<file path="src/rtl/alu_nbit_seq.sv">
// Registered WIDTH-bit ALU with valid/ready on both sides; shifts run one bit per cycle.
// Optional build macro ALU_SAT_EN: ADD/SUB saturate to signed max/min on overflow.
module alu_nbit_seq #(
  parameter int WIDTH     = 8,
  parameter bit ARITH_SHR = 1'b0
) (
  input  logic             clk,
  input  logic             rst,
  input  logic             in_valid,
  output logic             in_ready,
  input  logic [WIDTH-1:0] a,
  input  logic [WIDTH-1:0] b,
  input  logic [2:0]       alu_op,
  output logic             out_valid,
  input  logic             out_ready,
  output logic [WIDTH-1:0] result,
  output logic             carry_out,
  output logic             overflow,
  output logic             zero,
  output logic             busy
);

  localparam int SHW = $clog2(WIDTH);

  localparam logic [2:0] OP_ADD = 3'b000;
  localparam logic [2:0] OP_SUB = 3'b001;
  localparam logic [2:0] OP_AND = 3'b010;
  localparam logic [2:0] OP_OR  = 3'b011;
  localparam logic [2:0] OP_XOR = 3'b100;
  localparam logic [2:0] OP_NOR = 3'b101;

  typedef enum logic {IDLE = 1'b0, SHIFT = 1'b1} state_t;

  state_t           state_q, state_d;
  logic [WIDTH-1:0] result_q, result_d;
  logic [WIDTH-1:0] sh_q, sh_d;
  logic [SHW-1:0]   cnt_q, cnt_d;
  logic             right_q, right_d;
  logic             carry_q, carry_d;
  logic             ovf_q, ovf_d;
  logic             zero_q, zero_d;
  logic             valid_q, valid_d;

  logic             accept;
  logic             is_shift;
  logic [SHW-1:0]   amt;
  logic             sub;
  logic [WIDTH-1:0] b_eff;
  logic [WIDTH:0]   sum;
  logic [WIDTH-1:0] alu_res;
  logic             alu_carry;
  logic             alu_ovf;
  logic [WIDTH-1:0] step_val;
  logic             step_bit;

  // Handshake: a transfer happens on a rising edge where valid && ready are both high;
  // the producer holds its data until then, and out_valid/result stay put until out_ready.
  assign in_ready  = (state_q == IDLE) && (!valid_q || out_ready);
  assign accept    = in_valid && in_ready;
  assign is_shift  = (alu_op[2:1] == 2'b11);
  assign amt       = b[SHW-1:0];

  assign out_valid = valid_q;
  assign result    = result_q;
  assign carry_out = carry_q;
  assign overflow  = ovf_q;
  assign zero      = zero_q;
  assign busy      = (state_q == SHIFT);

  // Single-cycle datapath; shift opcodes fall through to result=a for the zero-amount case.
  always_comb begin
    sub       = (alu_op == OP_SUB);
    b_eff     = sub ? (~b + WIDTH'(1)) : b;
    sum       = {1'b0, a} + {1'b0, (sub ? ~b : b)} + {{WIDTH{1'b0}}, sub};
    alu_res   = a;
    alu_carry = 1'b0;
    alu_ovf   = 1'b0;
    case (alu_op)
      OP_ADD: begin
        alu_res   = sum[WIDTH-1:0];
        alu_carry = sum[WIDTH];
        alu_ovf   = (a[WIDTH-1] == b_eff[WIDTH-1]) && (sum[WIDTH-1] != a[WIDTH-1]);
      end
      OP_SUB: begin
        alu_res   = sum[WIDTH-1:0];
        alu_carry = ~sum[WIDTH];
        alu_ovf   = (a[WIDTH-1] == b_eff[WIDTH-1]) && (sum[WIDTH-1] != a[WIDTH-1]);
      end
      OP_AND:  alu_res = a & b;
      OP_OR:   alu_res = a | b;
      OP_XOR:  alu_res = a ^ b;
      OP_NOR:  alu_res = ~(a | b);
      default: alu_res = a;
    endcase
`ifdef ALU_SAT_EN
    // Flags keep reporting the raw overflow; only the result is clamped.
    if (alu_ovf) begin
      alu_res = a[WIDTH-1] ? {1'b1, {(WIDTH-1){1'b0}}} : {1'b0, {(WIDTH-1){1'b1}}};
    end
`endif
  end

  always_comb begin
    step_bit = right_q ? sh_q[0] : sh_q[WIDTH-1];
    step_val = right_q ? {(ARITH_SHR ? sh_q[WIDTH-1] : 1'b0), sh_q[WIDTH-1:1]}
                       : {sh_q[WIDTH-2:0], 1'b0};
  end

  always_comb begin
    state_d  = state_q;
    result_d = result_q;
    sh_d     = sh_q;
    cnt_d    = cnt_q;
    right_d  = right_q;
    carry_d  = carry_q;
    ovf_d    = ovf_q;
    zero_d   = zero_q;
    valid_d  = valid_q && !out_ready;
    unique case (state_q)
      IDLE: begin
        if (accept) begin
          if (is_shift && (amt != '0)) begin
            state_d = SHIFT;
            sh_d    = a;
            cnt_d   = amt;
            right_d = alu_op[0];
          end else begin
            result_d = alu_res;
            carry_d  = alu_carry;
            ovf_d    = alu_ovf;
            zero_d   = (alu_res == '0);
            valid_d  = 1'b1;
          end
        end
      end
      SHIFT: begin
        sh_d  = step_val;
        cnt_d = cnt_q - SHW'(1);
        if (cnt_q == SHW'(1)) begin
          state_d  = IDLE;
          result_d = step_val;
          carry_d  = step_bit;
          ovf_d    = 1'b0;
          zero_d   = (step_val == '0);
          valid_d  = 1'b1;
        end
      end
      default: state_d = IDLE;
    endcase
  end

  always_ff @(posedge clk or posedge rst) begin
    if (rst) begin
      state_q  <= IDLE;
      result_q <= '0;
      sh_q     <= '0;
      cnt_q    <= '0;
      right_q  <= 1'b0;
      carry_q  <= 1'b0;
      ovf_q    <= 1'b0;
      zero_q   <= 1'b0;
      valid_q  <= 1'b0;
    end else begin
      state_q  <= state_d;
      result_q <= result_d;
      sh_q     <= sh_d;
      cnt_q    <= cnt_d;
      right_q  <= right_d;
      carry_q  <= carry_d;
      ovf_q    <= ovf_d;
      zero_q   <= zero_d;
      valid_q  <= valid_d;
    end
  end

endmodule

</file>
<file path="config.mk">
export PLATFORM = sky130hd
export DESIGN_NAME = alu_nbit_seq
export DESIGN_NICKNAME = d
export VERILOG_FILES = /design/src/rtl/alu_nbit_seq.sv
export SDC_FILE = /design/constraint.sdc
export NUM_CORES = 1
export LEC_CHECK = 0
export ABC_CLOCK_PERIOD_IN_PS = 1830
export CAP_MARGIN = 20
export CORE_MARGIN = 2
export CORE_UTILIZATION = 49
export CTS_CLUSTER_DIAMETER = 100
export CTS_CLUSTER_SIZE = 30
export DETAILED_ROUTE_END_ITERATION = 10
export PLACE_DENSITY = 0.76
export SYNTH_ARGS = -nofsm -noshare
export SYNTH_HDL_FRONTEND = slang
export SYNTH_SLANG_ARGS = --single-unit
</file>
<file path="constraint.sdc">
create_clock -name clk -period 1.83 [get_ports clk]
set_input_delay 0.2745 -clock clk [delete_from_list [all_inputs] [get_ports clk]]
set_output_delay 0.2745 -clock clk [all_outputs]
set_load 0.05 [all_outputs]
</file>
==> reports/results.tsv <==
metric	value	unit
status	complete, but fails checks	
synth_edf_count	0	
finalClockSkew	2.28	ps
cts-root-buf	clkbuf_8	
combPwrFrac	66.8	%
clkSinkCount	25	
drive_gt1_share	33.8	%
fp.dieW	74.0	µm
drc	0	
p_int	0.00218	W
fillers	331	
fin_cells	452	
fin_setup_tns	-5360	ps
nets	435	
hp-class	input pin to asynchronous set/reset pin	
crit_path_end_kind	register	
core_area	4720	µm²
grt_use_total	26.3	%
async_reset_ff_share	100	%
power_density	1130	nW/µm²
critPathRequiredTime	2020	ps
grt_pass1_vias	2468	
netlist.area_leader.share	26.0	%
postCtsHoldBufs	0	
yosys_register_bits	25	
cts.reportedPaths.clkPinSlew	90	ps
grt.overflow.total	0	
yosys_warnings	0	
rr_startpoint	cnt_q[1]	
ys_seq_area_share	26.0	%
rsz0062_at_grt	true	
total_power	0.00409	W
synthCells	280	
via_per_inst	5.66	
grt_pass1_wl	11400	µm
die_area	5480	µm²
maxCapViolCount	0	
timing.fmax	380	MHz
syn_to_final_growth	50.5	%
p_clk_share	8.3	%
hpwl	5200	µm
tightest_slew	499	ps
synth_top_area_cell	dfrtp_1	
dp_cells	439	
p_leak	1.71	nW
htreeDepth	1	
gp_congestion	0.840	
start_util	50.9	%
numCtsBuffers	3	
syn-cell-area	2400	µm²
row_count	25	
firstDrtPassIters	4	
period_share	144	%
crit_fanout	5	
synthTopCellsByArea	dfrtp_1, ha_1, mux2i_1, nor2_1, inv_1	
ir_worst_vdd	724	µV
avgRoutedWirePerCell	15.9	µm
die_h	74.0	µm
violations	setup timing	
cts_max_path_buffers	2	
clk_latency	270	ps
path_class	input pin to register	
grt_max_degree	27	
antenna_found_initial	0	
p_sw_share	46.7	%
seqPwrFrac	25.0	%
syn-num-nets	329	
ios	37	
cp-start-kind	input pin	
finalCriticalPeriod	2630	ps
arrival	2820	ps
vias	2558	
antenna_cells	0	
drt.antenna.violating_nets	0	
ys.flop_type	dfrtp_1	
syn_area_per_cell	8.58	µm²
setup_viol	11	
drt_iter0_drc	237	
finish.utilization	76.6	%
finalHoldViolations	0	
slew_headroom	66.6	%
cp-startpoint	alu_op[2]	
cts_tree	built	
setup_slack	-802	ps
drt_wl_total	7170	µm
dp_slack	-1410	ps
numPortBuffers	36	
switchingPower	0.00191	W
ys_types	57	
drv_slew	0	
[area by class of cell]
| type | instances | area, µm² | area share, % |
|---|---|---|---|
| Clock buffer | 4 | 45.0 | 1.25 |
| Inverter | 27 | 101 | 2.80 |
| Multi-Input combinational cell | 214 | 1780 | 49.3 |
| Sequential cell | 25 | 628 | 17.4 |
| Tap cell | 67 | 83.8 | 2.32 |
| Timing Repair Buffer | 115 | 975 | 26.9 |
[sequential cells by signal (all words and copies together), names as in the netlist]
signal	flops
right_q	1
cnt_q	3
out_valid	1
zero	1
sh_q	8
busy	1
overflow	1
carry_out	1
result	8
[power groups by stage]
stage                     combinational, W  clock [W]  sequential, W
final                              0.00273   0.000338        0.00102
after global routing               0.00293   0.000346        0.00105
after CTS                          0.00260   0.000330        0.00102
after detailed placement           0.00252          0        0.00102
after global placement             0.00246          0        0.00102
after floorplan                    0.00120          0        0.00142
[cell families (layout without fill, tap and decap cells)]
group / after synthesis / after routing / share of synthesized area, %
and+or+nand+nor: 83 / 83 / 17.2
AOI/OAI and AO/OA: 72 / 72 / 21.7
buffers and inverters: 41 / 146 / 6.92
adders and majority gates: 26 / 26 / 13.8
DFF: 25 / 25 / 26.0
muxes: 21 / 21 / 9.94
xor gates and xnor gates: 12 / 12 / 4.37
[placed cells by master (no fill, tap or decap), types with 3 or more instances in the layout]
| cell | synthesis | layout |
|---|---|---|
| nor2_1 | 29 | 27 |
| o21ai_1 | 0 | 3 |
| buf_6 | 1 | 7 |
| clkbuf_8 | 0 | 3 |
| mux2i_1 | 16 | 16 |
| nand4_1 | 3 | 3 |
| ha_1 | 25 | 24 |
| buf_4 | 0 | 76 |
| clkdlybuf4s50_1 | 0 | 27 |
| dfrtp_1 | 25 | 23 |
| o22ai_1 | 5 | 4 |
| a221o_1 | 10 | 10 |
| xnor2_1 | 10 | 8 |
| a21oi_1 | 12 | 9 |
| o21ai_0 | 17 | 9 |
| inv_1 | 27 | 26 |
| nand3_1 | 4 | 3 |
| nand2_1 | 23 | 21 |
| nor3b_1 | 3 | 3 |
| o21a_1 | 3 | 3 |
| nand2b_1 | 4 | 4 |
| o21ai_2 | 0 | 4 |
[metrics by stage]
stage / hold WS, ps / area, µm²
after floorplan: 302 / 2490
after global placement: 492 / 3370
after detailed placement: 496 / 3370
after CTS: 371 / 3490
after global routing: 391 / 3620
final: 352 / 3620
[final timing paths]
kind	cells after the start	endpoint	slack, ps
setup reg to reg	7	zero	-70
hold / removal	3	cnt_q[2]	350
min in group clk	3	right_q	490
setup / recovery	10	zero	-800
max in group asynchronous	3	busy	1210
hold reg to reg	2	result[5]	520
[metal layers]
| layer | track usage [%] | routed length, µm | up-vias | part of all wire [%] |
|---|---|---|---|---|
| li1 | - | - | 1219 | - |
| met1 | 34.1 | 2910 | 1214 | 41 |
| met2 | 45.0 | 3700 | 104 | 52 |
| met3 | 3.25 | 399 | 21 | 5.6 |
| met4 | 9.29 | 159 | 0 | 2.2 |
| met5 | 0 | 0 | - | 0 |
[synth_stat cells, types with 2 or more instances]
master and number:
a21o_1 2, a211o_1 2, mux2_2 3, a211oi_1 2
o31ai_1 2, nand2b_1 4, mux2i_1 16, a21oi_1 12
o21ai_0 17, o21a_1 3, nor4_1 2, nand4_1 3
clkbuf_1 8, nor2_1 29, o21bai_1 2, buf_2 4
o22ai_1 5, dfrtp_1 25, mux4_2 2, or4b_2 2
ha_1 25, xor2_1 2, xnor2_1 10, a221o_1 10
nor3b_1 3, nand3_1 4, nor3_1 2, or3_1 2
nand2_1 23, inv_1 27
[timing repair]
action | in CTS | in global routing
endpoints found under the setup margin | 24 | 22
resized for setup | 26 | 21
pin swaps | 11 | 6
buffers inserted | 6 | 4
[worst max-delay path, cell delays in order]
cell and delay (ps):
buf_6 90, or3b_4 450, xnor2_4 160, ha_1 280
o21a_1 220, o22ai_4 200, mux2i_1 120, or3_4 380
or4_4 480, o31ai_2 180
Power figures use the tool's default switching activity.
